**src/rtl/wordle_scorer.sv**
```systemverilog
// Scores one five-letter guess against the latched answer (green pass, then yellow pass)
// and writes the colour codes plus the ready/win word through a shared regfile port.
module wordle_scorer #(
    parameter int unsigned COLOR_BASE = 17,
    parameter int unsigned READY_REG  = 1,
    parameter int unsigned LETTER_W   = 5
) (
    input  logic        clock,
    input  logic        ctrl_reset,
    input  logic        start,
    input  logic [31:0] data_corr0,
    input  logic [31:0] data_corr1,
    input  logic [31:0] data_corr2,
    input  logic [31:0] data_corr3,
    input  logic [31:0] data_corr4,
    input  logic [31:0] data_guess0,
    input  logic [31:0] data_guess1,
    input  logic [31:0] data_guess2,
    input  logic [31:0] data_guess3,
    input  logic [31:0] data_guess4,
    output logic        wr_req,
    input  logic        wr_gnt,
    output logic        ctrl_writeEnable,
    output logic [4:0]  ctrl_writeReg,
    output logic [31:0] data_writeReg,
    output logic        busy,
    output logic        done,
    output logic        win
);

    localparam int unsigned NPOS   = 5;
    localparam int unsigned IDX_W  = 3;
    localparam int unsigned REG_W  = 5;
    localparam int unsigned DATA_W = 32;
    localparam int unsigned COL_W  = 2;
    localparam logic [COL_W-1:0] COL_GREEN  = 2'd2;
    localparam logic [COL_W-1:0] COL_YELLOW = 2'd1;
    localparam logic [IDX_W-1:0] IDX_LAST   = 3'd4;

    typedef enum logic [2:0] {
        S_IDLE, S_GREEN, S_YELLOW, S_WRITE, S_FLAG, S_DONE
    } state_t;

    state_t               state_q, state_nxt;
    logic [IDX_W-1:0]     idx_q, idx_nxt;
    logic [LETTER_W-1:0]  corr_q  [NPOS];
    logic [LETTER_W-1:0]  corr_nxt[NPOS];
    logic [LETTER_W-1:0]  guess_q  [NPOS];
    logic [LETTER_W-1:0]  guess_nxt[NPOS];
    logic [LETTER_W-1:0]  corr_in [NPOS];
    logic [LETTER_W-1:0]  guess_in[NPOS];
    logic [COL_W-1:0]     col_q  [NPOS];
    logic [COL_W-1:0]     col_nxt[NPOS];
    logic [NPOS-1:0]      used_q, used_nxt;

    logic                 wr_req_nxt, busy_nxt, done_nxt, win_nxt;
    logic [REG_W-1:0]     reg_nxt;
    logic [DATA_W-1:0]    data_nxt;
    logic                 all_green;
    logic                 found;
    logic [IDX_W-1:0]     found_j;
    logic                 unused_hi;

    assign corr_in[0]  = data_corr0[LETTER_W-1:0];
    assign corr_in[1]  = data_corr1[LETTER_W-1:0];
    assign corr_in[2]  = data_corr2[LETTER_W-1:0];
    assign corr_in[3]  = data_corr3[LETTER_W-1:0];
    assign corr_in[4]  = data_corr4[LETTER_W-1:0];
    assign guess_in[0] = data_guess0[LETTER_W-1:0];
    assign guess_in[1] = data_guess1[LETTER_W-1:0];
    assign guess_in[2] = data_guess2[LETTER_W-1:0];
    assign guess_in[3] = data_guess3[LETTER_W-1:0];
    assign guess_in[4] = data_guess4[LETTER_W-1:0];

    assign unused_hi = ^{data_corr0[31:LETTER_W], data_corr1[31:LETTER_W],
                         data_corr2[31:LETTER_W], data_corr3[31:LETTER_W],
                         data_corr4[31:LETTER_W], data_guess0[31:LETTER_W],
                         data_guess1[31:LETTER_W], data_guess2[31:LETTER_W],
                         data_guess3[31:LETTER_W], data_guess4[31:LETTER_W]};

    // Strobe must follow the grant in the same cycle, so it is not registered.
    assign ctrl_writeEnable = wr_req & wr_gnt;

    always_comb begin
        all_green = 1'b1;
        for (int i = 0; i < int'(NPOS); i++) begin
            if (col_q[i] != COL_GREEN) all_green = 1'b0;
        end
    end

    // Lowest unused answer position holding the current guess letter.
    always_comb begin
        found   = 1'b0;
        found_j = '0;
        for (int j = int'(NPOS) - 1; j >= 0; j--) begin
            if (corr_q[j] == guess_q[idx_q] && !used_q[j]) begin
                found   = 1'b1;
                found_j = IDX_W'(j);
            end
        end
    end

    // State register with registered outputs aligned to the state they belong to.
    always_ff @(posedge clock or negedge ctrl_reset) begin
        if (!ctrl_reset) begin
            state_q       <= S_IDLE;
            idx_q         <= '0;
            used_q        <= '0;
            wr_req        <= 1'b0;
            ctrl_writeReg <= '0;
            data_writeReg <= '0;
            busy          <= 1'b0;
            done          <= 1'b0;
            win           <= 1'b0;
            for (int i = 0; i < int'(NPOS); i++) begin
                corr_q[i]  <= '0;
                guess_q[i] <= '0;
                col_q[i]   <= '0;
            end
        end else begin
            state_q       <= state_nxt;
            idx_q         <= idx_nxt;
            used_q        <= used_nxt;
            wr_req        <= wr_req_nxt;
            ctrl_writeReg <= reg_nxt;
            data_writeReg <= data_nxt;
            busy          <= busy_nxt;
            done          <= done_nxt;
            win           <= win_nxt;
            for (int i = 0; i < int'(NPOS); i++) begin
                corr_q[i]  <= corr_nxt[i];
                guess_q[i] <= guess_nxt[i];
                col_q[i]   <= col_nxt[i];
            end
        end
    end

    // Next-state and datapath update.
    always_comb begin
        state_nxt = state_q;
        idx_nxt   = idx_q;
        used_nxt  = used_q;
        corr_nxt  = corr_q;
        guess_nxt = guess_q;
        col_nxt   = col_q;
        case (state_q)
            S_IDLE: begin
                if (start) begin
                    corr_nxt  = corr_in;
                    guess_nxt = guess_in;
                    used_nxt  = '0;
                    for (int i = 0; i < int'(NPOS); i++) col_nxt[i] = '0;
                    idx_nxt   = '0;
                    state_nxt = S_GREEN;
                end
            end
            S_GREEN: begin
                if (guess_q[idx_q] == corr_q[idx_q] && guess_q[idx_q] != '0) begin
                    col_nxt[idx_q]  = COL_GREEN;
                    used_nxt[idx_q] = 1'b1;
                end
                if (idx_q == IDX_LAST) begin
                    idx_nxt   = '0;
                    state_nxt = S_YELLOW;
                end else begin
                    idx_nxt = idx_q + 3'd1;
                end
            end
            S_YELLOW: begin
                if (col_q[idx_q] != COL_GREEN && guess_q[idx_q] != '0 && found) begin
                    col_nxt[idx_q]    = COL_YELLOW;
                    used_nxt[found_j] = 1'b1;
                end
                if (idx_q == IDX_LAST) begin
                    idx_nxt   = '0;
                    state_nxt = S_WRITE;
                end else begin
                    idx_nxt = idx_q + 3'd1;
                end
            end
            S_WRITE: begin
                if (wr_gnt) begin
                    if (idx_q == IDX_LAST) begin
                        idx_nxt   = '0;
                        state_nxt = S_FLAG;
                    end else begin
                        idx_nxt = idx_q + 3'd1;
                    end
                end
            end
            S_FLAG: begin
                if (wr_gnt) state_nxt = S_DONE;
            end
            S_DONE:  state_nxt = S_IDLE;
            default: state_nxt = S_IDLE;
        endcase
    end

    // Output decode from the upcoming state, registered above.
    always_comb begin
        wr_req_nxt = 1'b0;
        reg_nxt    = '0;
        data_nxt   = '0;
        busy_nxt   = 1'b0;
        done_nxt   = 1'b0;
        win_nxt    = win;
        case (state_nxt)
            S_GREEN, S_YELLOW: busy_nxt = 1'b1;
            S_WRITE: begin
                busy_nxt   = 1'b1;
                wr_req_nxt = 1'b1;
                reg_nxt    = REG_W'(COLOR_BASE) + REG_W'(idx_nxt);
                data_nxt   = DATA_W'(col_nxt[idx_nxt]);
            end
            S_FLAG: begin
                busy_nxt   = 1'b1;
                wr_req_nxt = 1'b1;
                reg_nxt    = REG_W'(READY_REG);
                data_nxt   = DATA_W'({all_green, 1'b1});
            end
            S_DONE:  done_nxt = 1'b1;
            default: ;
        endcase
        if (state_q == S_IDLE && start) win_nxt = 1'b0;
        if (state_q == S_FLAG && wr_gnt) win_nxt = all_green;
    end

endmodule

```
**config.mk**
```make
export PLATFORM = sky130hd
export DESIGN_NAME = wordle_scorer
export DESIGN_NICKNAME = d
export VERILOG_FILES = /design/src/rtl/wordle_scorer.sv
export SDC_FILE = /design/constraint.sdc
export NUM_CORES = 1
export LEC_CHECK = 0
export ABC_AREA = 0
export ABC_CLOCK_PERIOD_IN_PS = 5600
export CORE_AREA = 4 4 139 141
export DETAILED_ROUTE_END_ITERATION = 16
export DIE_AREA = 0 0 143 145
export PLACE_DENSITY = 0.66
export SKIP_CTS_REPAIR_TIMING = 1
export SLEW_MARGIN = 40
export SYNTH_ARGS = -nofsm -noshare
export SYNTH_HDL_FRONTEND = slang
export SYNTH_SLANG_ARGS = --single-unit
```
**constraint.sdc**
```tcl
create_clock -name clock -period 5.6 [get_ports clock]
set_input_delay 0.84 -clock clock [delete_from_list [all_inputs] [get_ports clock]]
set_output_delay 0.84 -clock clock [all_outputs]
set_load 0.01 [all_outputs]
```
==> flow_results.org, run 1 <==
** Timing
- The worst pin sits at a relative slew slack of between 40% and 50%.
- Setup violations remaining at the end of the flow were counted as 0.
- The max-slew violation total from the final report was 0.
- On the final layout, the worst hold slack is 471 ps.
- The final number of hold-violating endpoints was 0.
- For the pin with the worst max-slew slack, the measured transition is 768 ps.
- For this run, the top clock speed supported by timing is ~280 MHz.
- Shortest period the worst path allows :: about 3600 ps
- Of the available clock period, the critical path in the final layout requires between 60% and 70%.
- Total negative setup slack :: 0 ps
- Final setup skew :: roughly 8.5 ps
- Setup repair after global routing left no endpoint under its margin.

** Detailed routing
- Average detailed-routed wire length per instance :: 15.5 µm
- Final wirelength :: between 10,000 and 15,000 µm
- For this run, design rule violations remaining after detail routing come to 0.
- In this run, the number of DRC markers left after iteration 0 of detailed routing was about 310.
- ANT nets after route :: 0
- Total vias in the final route :: roughly 4,100
- Routed vias/inst :: about 4.8
- First-pass iteration count of the detailed router :: 5

** Global routing
- The via count of the first global-routing pass is 4,077.
- Entering global routing, the biggest net connects slightly above 80 pins.
- The global routing stage identified its most utilized layer as met2.
- GRT Residual Overflow :: 0
- Global routing used a little under 20% of the available met2 tracks.
- Met1 capacity usage during global routing :: 17.4%
- Global-route wire length before repair :: about 21,000 µm
- Met3 global-route usage :: between 4 and 5%
- Global routing used roughly an eighth of the available tracks across all layers.
- Number of antenna violations at the first check in global routing :: 2

** Power
- Power Density :: approximately 600 nW/µm²
- Peak supply drop :: between 0.2 and 0.3 mV
- Leak Pwr :: about 2.7 nW

** Run
- Across the run, the number of max-cap violations was 0.

** Worst hold path
- Min-Delay Path Class :: reg2reg

** Final layout
- Layout Cells excl Fill :: between 800 and 900
- For this run, the post-layout net count is between 900 and 1,000.
- Filler cell count in the final layout :: about 1,900
- Area Growth Syn to Fin :: 20.6%
- Share of layout cells above drive strength 1 :: under 10%
- Antenna fix cells :: 0
- In the final layout, the multi-input gates occupy 2490 µm².
- Across the whole layout, storage elements account for approximately 2100 µm².

** Critical path
- The worst setup path is of the reg2reg kind.
- STA classifies the critical path startpoint as a register.
- Data required, critical path :: 5850 ps
- The endpoint identified for the worst register-to-register timing path is data_writeReg[1]$_DFF_PN0_.
- Setup slack on the worst reg-to-reg path comes out at between 1500 and 2000 ps.
- Peak fanout along the critical path :: 19
- Reg-to-reg critical path startpoint :: idx_q[2]$_DFF_PN0_
- Capturing instance or port of the critical path :: data_writeReg[1]$_DFF_PN0_
- Nature of the critical path endpoint :: register
- The most critical setup path has its startpoint at idx_q[2]$_DFF_PN0_.
- At the worst endpoint, the arrival time is 3880 ps.
- Counting cells, the worst reg-to-reg path comes to 9.

** Synthesis
- Among all flip-flop cells after synthesis, the most frequent one is sky130_fd_sc_hd__dfrtp_1.
- Share of synthesized area spent on multiplexers :: under 10%
- Area fraction of the dominant cell type after synthesis :: 42.1%
- The average instance in the mapped netlist occupies between 8 and 9 µm².
- The synthesized netlist devotes under 10% of its cell area to XOR and XNOR gates.
- In the synthesized netlist the async set-or-reset flop fraction comes to 100%.
- After synthesis, flip-flops and latches occupy a little over two fifths of the total area.
- Largest area contributor in the netlist :: sky130_fd_sc_hd__dfrtp_1
- Counting flops and latches in the post-synthesis netlist gives 82.
- For this run, the number of Yosys warnings is 0.
- Yosys mapped a number of flops with a built-in enable equal to 0.
- Synthesized-area fraction occupied by adder cells :: less than 1%
- Most used standard cells in the synthesized netlist :: 162 x sky130_fd_sc_hd__nand2_1, 82 x sky130_fd_sc_hd__dfrtp_1, 33 x sky130_fd_sc_hd__buf_4, 27 x sky130_fd_sc_hd__o21ai_0, 26 x sky130_fd_sc_hd__a21oi_1
- Post-Synthesis Cells :: 570
- Counting distinct cell types in the post-synthesis netlist gives 62.
- Of the total synthesized cell area, the portion taken by AND, OR, NAND and NOR gates is roughly 24%.
- Ranked by total cell area, the synthesized netlist is headed by sky130_fd_sc_hd__dfrtp_1 42%, sky130_fd_sc_hd__nand2_1 12%, sky130_fd_sc_hd__buf_4 5.1%.
- The mapped netlist covers approximately 4900 µm².
- Main combinational cell family by area after synthesis :: simple AND/OR/NAND/NOR gates
- Yosys instantiated no cell more often than sky130_fd_sc_hd__nand2_1.
- Synth Area in Compound Gates :: 15.1%

** Die
- The floorplan step defined a die boundary enclosing a little over 20,000 µm².
- Height of the chip :: 145 µm
- From left edge to right edge, the die measures about 140 µm.
- IO Count :: 366
- Effective utilization at floorplan :: approximately 27%
- The initialized floorplan defines about 50 standard-cell rows.
- The floorplan step defined a core boundary enclosing around 18,000 µm².

** Place
- Final HPWL DP :: 9430 µm
- After detailed placement, the design holds a cell count of about 840.
- Routability congestion estimate from global placement :: 0.883
- # port buffers :: 65

** Clocking
- Inserted Clock Buffers :: 9
- Clock-pin slew was measured on the worst setup and hold paths at 60 ps.
- Clk_lat worst skew :: approximately 350 ps
- The clock tree synthesis step divided the H-tree into 3 levels.
- Clock tree synthesis selected as its root buffer the cell sky130_fd_sc_hd__clkbuf_16.
- The longest clock path from root to sink contains 2 buffers.
- Sinks on Clock Net :: 82
- TritonCTS clock tree :: yes

** Status
- Result of the run :: complete, no violations
-- through the flow --
step / setup slack (ps) / total power [W] / cell area, µm² / utilization, %
global route: 1720 / 0.00373 / 5870 / 32.7
finish: 1970 / 0.00345 / 5870 / 32.7
CTS: 1990 / 0.00345 / 5870 / 32.7
floorplan: 2960 / 0.00238 / 4980 / -
detailed placement: 2010 / 0.00283 / 5570 / 31.0
global placement: 1910 / 0.00279 / 5560 / 30.9
-- state kept, by name, summed over array words and instances, names as in the netlist --
signal and cells:
idx_q 3, wr_req 1, col_q 10, used_q 5, ctrl_writeReg 5, corr_q 25
state_q 3, guess_q 25, data_writeReg 2, done 1, win 1, busy 1
-- worst min-delay path by stage --
| stage | depth (start not counted) | slack [ps] | from | to |
|---|---|---|---|---|
| after detailed placement | 2 | 460 | guess_q[5]$_DFFE_PN0P_ | guess_q[5]$_DFFE_PN0P_ |
| after CTS | 2 | 480 | guess_q[5]$_DFFE_PN0P_ | guess_q[5]$_DFFE_PN0P_ |
| after global routing | 2 | 490 | guess_q[5]$_DFFE_PN0P_ | guess_q[5]$_DFFE_PN0P_ |
| after floorplan | 2 | 440 | guess_q[14]$_DFFE_PN0P_ | guess_q[14]$_DFFE_PN0P_ |
| after global placement | 2 | 460 | guess_q[22]$_DFFE_PN0P_ | guess_q[22]$_DFFE_PN0P_ |
| final | 2 | 470 | guess_q[5]$_DFFE_PN0P_ | guess_q[5]$_DFFE_PN0P_ |
-- cell usage in the layout, fill, tap and decap left out, types with 4 or more instances in the layout --
cell type	instances
sky130_fd_sc_hd__xor2_1	8
sky130_fd_sc_hd__inv_1	17
sky130_fd_sc_hd__dfrtp_1	81
sky130_fd_sc_hd__o211ai_1	4
sky130_fd_sc_hd__xnor2_1	6
sky130_fd_sc_hd__mux2i_1	12
sky130_fd_sc_hd__a31oi_1	6
sky130_fd_sc_hd__conb_1	30
sky130_fd_sc_hd__nor2_1	23
sky130_fd_sc_hd__a22oi_1	9
sky130_fd_sc_hd__and2_1	5
sky130_fd_sc_hd__clkbuf_16	9
sky130_fd_sc_hd__nand3_1	16
sky130_fd_sc_hd__o21ai_0	27
sky130_fd_sc_hd__nor3_1	5
sky130_fd_sc_hd__nor4_1	7
sky130_fd_sc_hd__a21oi_1	26
sky130_fd_sc_hd__a21o_1	4
sky130_fd_sc_hd__clkdlybuf4s50_1	64
sky130_fd_sc_hd__nor2b_1	4
sky130_fd_sc_hd__nand2b_1	5
sky130_fd_sc_hd__nand4_1	8
sky130_fd_sc_hd__o22ai_1	4
sky130_fd_sc_hd__nand2_1	161
sky130_fd_sc_hd__mux2_2	4
sky130_fd_sc_hd__mux4_2	5
sky130_fd_sc_hd__and3_1	8
-- where the power goes --
| part | internal [W] | leakage, nW | switching [W] | total [W] |
|---|---|---|---|---|
| Sequential | 0.000836 | 1.04 | 0.000251 | 0.00109 |
| Combinational | 0.000717 | 1.47 | 0.00104 | 0.00176 |
| Clock | 0.000358 | 0.149 | 0.000242 | 0.000600 |
| Total | 0.00191 | 2.65 | 0.00153 | 0.00345 |
-- cells by family after synthesis --
group | count (synthesis)
AOI/OAI and AO/OA | 110
xor gates and xnor gates | 14
adders and majority gates | 3
buffers and inverters | 78
DFF | 82
muxes | 21
other | 1
and+or+nand+nor | 261
-- worst max-delay path, cell delays in order (launching register included) --
cell                       delay, ps
sky130_fd_sc_hd__dfrtp_1         790
sky130_fd_sc_hd__nor3b_2         580
sky130_fd_sc_hd__buf_4           260
sky130_fd_sc_hd__and2_1          220
sky130_fd_sc_hd__nor2_1          120
sky130_fd_sc_hd__xnor2_1         250
sky130_fd_sc_hd__nand3_1         240
sky130_fd_sc_hd__nor3_2          620
sky130_fd_sc_hd__a221oi_1        180
sky130_fd_sc_hd__o31ai_1         260
-- per-layer routing --
metal,part of all wire (%),wire [µm]
met5,0.25,33
met4,1.3,168
met3,8.7,1140
met2,44,5850
met1,45,5970
-- final cells by class --
type                       instances  share of cell area (%)
tap                              229                    4.88
timing repair buffer              68                    11.5
clock buffer                      10                    4.07
multi-input combinational        439                    42.4
inverter                          17                    1.09
sequential                        82                    35.0
clock inverter                     6                    1.11
Power figures use the tool's default switching activity.
==> run 2: changes to the inputs <==
Settings changed: ABC_CLOCK_PERIOD_IN_PS 5600 to 3200, PLACE_DENSITY 0.66 to 0.69.
Clock period 5.6 ns to 3.2 ns, I/O delays scaled along.
==> flow_results.org, run 2 (synthesis gave the netlist of run 1 again) <==
** Power
- Net Switching :: between 0.002 and 0.003 W
- The clock network is responsible for ~15% of the overall power.
- Proportion of power drawn by combinational gates :: 55.9%
- Cell internal pwr :: ~0.0036 W
- Switching Share :: 43.2%
- Reg power frac :: approximately 29%
- IR analysis of the VDD net gives a maximum drop of around 0.38 mV.
- In this run the power density over the cells is about 1000 nW/µm².
- Summing internal, switching and leakage power gives approximately 0.0064 W.
- In this run the static leakage power is around 2.8 nW.

** Detailed routing
- ANT nets after route :: 0
- Detailed routing inserted a total of around 4,300 vias.
- The first routing iteration left between 200 and 250 violations.
- Dividing the detail-routed wire length by the instance count gives around 15 µm.
- Dividing the detail-routed via count by the number of cells gives roughly 4.8.
- Final wirelength :: between 10,000 and 15,000 µm
- The first detailed-routing pass took 4 iterations.
- After detailed routing, the number of remaining DRC violations is 0.

** Timing
- RSZ-0062 raised after global routing :: false
- Setup-failing EPs final :: 0
- Across the routed clock network, the largest skew measured is ~9 ps.
- Setup total negative slack on the finished layout was measured at 0 ps.
- Final Slew Violations :: 0
- After layout, the worst path uses a little over nine tenths of the clock period.
- The worst path needs between 3000 and 4000 ps of the cycle, external delays included.
- Worst rel slew slack :: 53.0%
- Number of hold-slack violations in the final timing report :: 0
- Least-Margin Pin Slew :: 700 ps
- The tightest hold path in the finished design has a slack of between 150 and 200 ps.
- Highest achievable clock rate :: 330 MHz

** Critical path
- STA classifies the critical path startpoint as a register.
- Kind of critical path :: reg2reg
- STA classifies the critical path endpoint as a register.
- STA puts the critical path data arrival time at 3260 ps.
- Of all nets on the critical path, the largest fanout is 9.
- Data required, critical path :: ~3400 ps

** Final layout
- Of the cells placed in the final design, the portion with a size suffix greater than 1 is about an eighth.
- Layout Cells excl Fill :: about 900
- Post-layout util :: around a third
- In the final layout, the registers with the most flip-flops are corr_q (25), guess_q (25), col_q (10).
- In the layout the commonest cells are 161 x sky130_fd_sc_hd__nand2_1, 81 x sky130_fd_sc_hd__dfrtp_1, 64 x sky130_fd_sc_hd__clkdlybuf4s50_1.
- Area Growth Syn to Fin :: 25.4%
- Leading cell type in the layout, fill and taps excluded :: sky130_fd_sc_hd__nand2_1
- For this run, the post-layout net count is just under 1,000.
- After filler insertion, the fill cell instance count of the layout stands at 1,865.
- Antenna fix cells :: 0

** Die
- In this run the core area contains 49 standard-cell rows.
- Total Die Area :: 20,700 µm²
- The die is approximately 150 µm tall.
- The die is 143 µm wide.
- For this configuration, the core starts out at a cell density of between 20% and 30%.
- 366 I/O pins were placed.
- The floorplan step defined a core boundary enclosing approximately 18,000 µm².

** Clocking
- The tree built by TritonCTS fans out to 82 sinks.
- TritonCTS built the clock tree.
- The clock passes through at most 2 buffers.
- The H-tree was split into 3 levels.
- The number of clock buffers added by TritonCTS is 9.
- Cell at the root of the clock tree :: sky130_fd_sc_hd__clkbuf_16
- Clk_lat worst skew :: 340 ps
- Clk slew on worst S/H paths :: ~60 ps

** Global routing
- Overall routing resource usage :: a little over an eighth
- The first global-routing pass estimated around 22,000 µm of wire.
- Number of antenna violations at the first check in global routing :: 1
- Via count of the first global-routing pass :: 4,380
- Entering global routing, the biggest net connects between 80 and 90 pins.
- After global routing the overflow that remains totals 0.

** Run
- Maxcap violations :: 0

** Place
- Final HPWL DP :: 9780 µm
- # port buffers :: 65
- Routability congestion estimate from global placement :: 0.925
- In this run, placement finished with an instance count of between 800 and 900.

** Worst hold path
- Min-Delay Path Class :: in2async

** Status
- Result of the run :: complete, no violations
[run 2: changes by cell type in the layout (fill, tap and decap cells not counted), sizes merged]
cell and change:
bufinv -1, clkinvlp +1, clkbuf +1, buf +33
inv -1
[run 2: path summary, 6_finish.rpt]
| path | startpoint | to | slack [ps] | cells past startpoint |
|---|---|---|---|---|
| setup / recovery | idx_q[0]$_DFF_PN0_ | data_writeReg[1]$_DFF_PN0_ | 170 | 12 |
| hold / removal | ctrl_reset | idx_q[1]$_DFF_PN0_ | 150 | 1 |
| setup reg to reg | idx_q[0]$_DFF_PN0_ | data_writeReg[1]$_DFF_PN0_ | 170 | 12 |
| hold reg to reg | guess_q[24]$_DFFE_PN0P_ | guess_q[24]$_DFFE_PN0P_ | 470 | 2 |
| max in group asynchronous | ctrl_reset | idx_q[0]$_DFF_PN0_ | 2490 | 1 |
| min in group clock | guess_q[24]$_DFFE_PN0P_ | guess_q[24]$_DFFE_PN0P_ | 470 | 2 |
[run 2: final cells by class]
type	instances	area (µm²)	area share (%)
Tap cell	229	287	4.69
Clock buffer	11	243	3.97
Inverter	17	63.8	1.04
Sequential cell	82	2050	33.6
Multi-Input combinational cell	439	2480	40.7
Timing Repair Buffer	101	950	15.5
Clock inverter	5	30.0	0.492
[run 2: layer usage]
| layer | share of wire [%] | GRT usage, % | vias up |
|---|---|---|---|
| met4 | 2.3 | 4.47 | 2 |
| met1 | 45 | 17.7 | 2008 |
| met2 | 44 | 19.7 | 168 |
| met3 | 8.1 | 3.95 | 29 |
| li1 | - | - | 2076 |
| met5 | 0.097 | 0 | - |
[run 2: power groups by stage]
| stage | registers [W] | logic, W | clock network (W) |
|---|---|---|---|
| final | 0.00185 | 0.00358 | 0.000970 |
| after global routing | 0.00192 | 0.00396 | 0.00102 |
| after CTS | 0.00185 | 0.00354 | 0.000981 |
| after detailed placement | 0.00187 | 0.00352 | 0 |
| after global placement | 0.00185 | 0.00347 | 0 |
| after floorplan | 0.00173 | 0.00245 | 0 |
[run 2: through the flow]
stage | area (µm²) | setup WS (ps)
final | 6110 | 169
after global routing | 6110 | 26.5
after CTS | 6090 | 130
after detailed placement | 5820 | 133
after global placement | 5810 | 160
after floorplan | 4980 | 557
[run 2: worst max-delay path, cell delays in order, from the launching register on]
cell and delay, ps:
sky130_fd_sc_hd__dfrtp_2 510, sky130_fd_sc_hd__buf_4 200, sky130_fd_sc_hd__or2_2 340, sky130_fd_sc_hd__buf_4 190, sky130_fd_sc_hd__o22ai_2 250, sky130_fd_sc_hd__buf_4 200, sky130_fd_sc_hd__a41oi_1 110, sky130_fd_sc_hd__o211ai_1 340
sky130_fd_sc_hd__nor3_2 80, sky130_fd_sc_hd__buf_4 160, sky130_fd_sc_hd__a221oi_1 260, sky130_fd_sc_hd__o31ai_1 120, sky130_fd_sc_hd__buf_4 160
==> run 3: changes to the inputs <==
Settings changed: CELL_PAD_IN_SITES_DETAIL_PLACEMENT set to 0, CELL_PAD_IN_SITES_GLOBAL_PLACEMENT set to 1, CORE_AREA 4 4 139 141 to unset, CORE_UTILIZATION set to 21, DIE_AREA 0 0 143 145 to unset, PLACE_DENSITY 0.69 to unset, PLACE_DENSITY_LB_ADDON set to 0.1, REMOVE_ABC_BUFFERS set to 1.
==> flow_results.org, run 3 (synthesis gave the netlist of run 1 again) <==
** Power
- Summing internal, switching and leakage power gives 0.00695 W.
- For this design the static power due to leakage is between 2 and 3 nW.
- The worst-case IR drop observed on VDD is 0.309 mV.
- Power Density :: approximately 1100 nW/µm²

** Timing
- Shortest period the worst path allows :: 3020 ps
- Setup violations remaining at the end of the flow were counted as 0.
- Number of hold-slack violations in the final timing report :: 0
- Least-Margin Pin Slew :: approximately 700 ps
- Final setup skew :: around 7.6 ps
- Crit share post-route :: between 90% and 100%
- RSZ-0062 raised after global routing :: false
- Final Slew Violations :: 0
- Highest achievable clock rate :: 331 MHz
- Headroom to the max-slew limit came out at about 54%.
- Across all setup checks in the final design, the least slack found is 181 ps.

** Global routing
- GRT Residual Overflow :: 0
- Pin count of the biggest net entering global routing :: between 80 and 90
- Overall routing resource usage :: between 10 and 15%
- The initial antenna violation count was 0.
- The via count of the first global-routing pass was approximately 4,500.
- The first global-routing pass estimated roughly 25,000 µm of wire.

** Final layout
- Post-layout util :: 28.3%
- The post-route netlist has between 10% and 20% of its cells at a drive strength greater than 1.
- Commonest cells after routing, fill and taps aside :: 161 x sky130_fd_sc_hd__nand2_1, 82 x sky130_fd_sc_hd__dfrtp_1, 64 x sky130_fd_sc_hd__clkdlybuf4s50_1
- 0 antenna diodes ended up in the layout.
- Total area of multi-input combinational cells :: 2510 µm²
- In the final layout, flip-flops and latches occupy around 2100 µm².
- At the end of the flow, the number of nets in the layout was between 1,000 and 1,500.
- The area growth from synthesis to layout is 32.0%.
- The library cell used most frequently in the layout, excluding fill and tap cells, is sky130_fd_sc_hd__nand2_1.
- With fillers left out, the area of the finished cells amounts to around 6400 µm².
- Filler cell count in the final layout :: approximately 2,500
- Biggest registers after layout :: corr_q (25), guess_q (25), col_q (10)

** Critical path
- Worst Setup Start Kind :: register
- Kind of critical path :: reg2reg
- Worst Path Arrival :: ~3300 ps
- For flop-to-flop paths, the worst setup slack is 180 ps.
- Peak fanout along the critical path :: 5
- Reg-to-reg critical path startpoint :: idx_q[2]$_DFF_PN0_
- R2r worst-path depth :: 11
- Data required, critical path :: around 3500 ps
- End of the worst register-to-register path :: used_q[1]$_DFFE_PN0P_
- STA classifies the critical path endpoint as a register.
- The most critical setup path has its startpoint at idx_q[2]$_DFF_PN0_.

** Status
- The run finished with clean final reports.

** Clocking
- The clock passes through at most 2 buffers.
- Clk_lat worst skew :: around 350 ps
- Sinks on Clock Net :: 82
- The root buffer cell chosen for the clock tree is sky130_fd_sc_hd__clkbuf_16.
- Inserted Clock Buffers :: 9
- TritonCTS clock tree :: yes
- H-tree depth :: 3
- After clock tree synthesis, the clock-pin slew on the worst setup and hold paths is roughly 60 ps.

** Run
- Maxcap violations :: 0

** Die
- The die covers around 24,000 µm².
- The initialized floorplan defines between 50 and 60 standard-cell rows.
- The floorplan step set the die width to 154 µm.
- Measured along the y axis, the die boundary spans 154 µm.
- Std-Cell Core Area :: approximately 23,000 µm²
- For this design the top-level I/O count stands at between 300 and 400.
- Once the floorplan was initialized, standard cells occupied 21.5% of the core.

** Worst hold path
- The worst hold path belongs to the class in2async.

** Detailed routing
- Average detailed-routed wire length per instance :: about 17 µm
- Once detail routing completed, the nets flagged for antenna violations numbered 0.
- The first detailed-routing pass took 4 iterations.
- For this block, the via count after detailed routing is 4,283.
- The first routing iteration left about 180 violations.
- In the routed layout, each cell is associated on average with a via count of approximately 4.4.
- DRC violations left :: 0
- After detailed routing, the total wire length is roughly 16,000 µm.

** Place
- # port buffers :: 65
- Routability congestion estimate from global placement :: 0.829
- Prior to clock tree synthesis, the placed netlist has a worst setup slack of -43.3 ps.
- Final HPWL DP :: 12,000 µm
- Area post-placement :: 6090 µm²
==> run 3: final cells by class <==
class	instances	share of cell area (%)
clock buffers	11	3.62
clock inverters	5	0.856
inverters	17	0.992
multi-input cells	439	39.1
flip-flops and latches	82	31.9
well taps	285	5.55
repair buffers	125	18.0
==> run 3: worst max-delay path, cell delays in order, from the launching register on <==
cell and delay, ps:
sky130_fd_sc_hd__dfrtp_1 480, sky130_fd_sc_hd__buf_4 180, sky130_fd_sc_hd__nand2b_1 200, sky130_fd_sc_hd__buf_4 170
sky130_fd_sc_hd__buf_4 160, sky130_fd_sc_hd__o22a_1 250, sky130_fd_sc_hd__a21oi_1 150, sky130_fd_sc_hd__o21ai_0 180
sky130_fd_sc_hd__nor4_2 400, sky130_fd_sc_hd__buf_4 170, sky130_fd_sc_hd__or4b_1 460, sky130_fd_sc_hd__o211ai_1 120
==> run 3: per-layer routing <==
metal	share of wire, %	vias up	wire length [µm]	track usage [%]
met4	2.0	0	318	5.28
met2	47	80	7460	22.8
met1	48	2069	7730	18.2
met3	2.8	16	452	2.44
met5	0	-	0	0
li1	-	2118	-	-
==> run 3: worst max-delay path by stage <==
stage | cells after the start | to | slack [ps]
2_1_floorplan | 7 | used_q[3]$_DFFE_PN0P_ | 150
3_3_place_gp | 11 | data_writeReg[0]$_DFF_PN0_ | -90
3_5_place_dp | 11 | data_writeReg[0]$_DFF_PN0_ | -40
4_1_cts | 11 | data_writeReg[0]$_DFF_PN0_ | -60
5_1_grt | 11 | used_q[1]$_DFFE_PN0P_ | 10
6_report | 11 | used_q[1]$_DFFE_PN0P_ | 180
==> run 3: power by group <==
group / internal (W) / switching, W / leakage (nW)
Combinational: 0.00189 / 0.00218 / 1.75
Sequential: 0.00146 / 0.000375 / 1.04
Clock: 0.000603 / 0.000444 / 0.136
Total: 0.00396 / 0.00299 / 2.93
==> run 3: per-stage QoR <==
| stage | std cells | hold slack, ps | setup TNS [ps] |
|---|---|---|---|
| after CTS | 963 | 228 | -55.1 |
| after detailed placement | 947 | 460 | -43.3 |
| final | 964 | 177 | 0 |
| after global routing | 964 | 231 | 0 |
| after floorplan | 538 | 184 | 0 |
| after global placement | 947 | 459 | -91.1 |
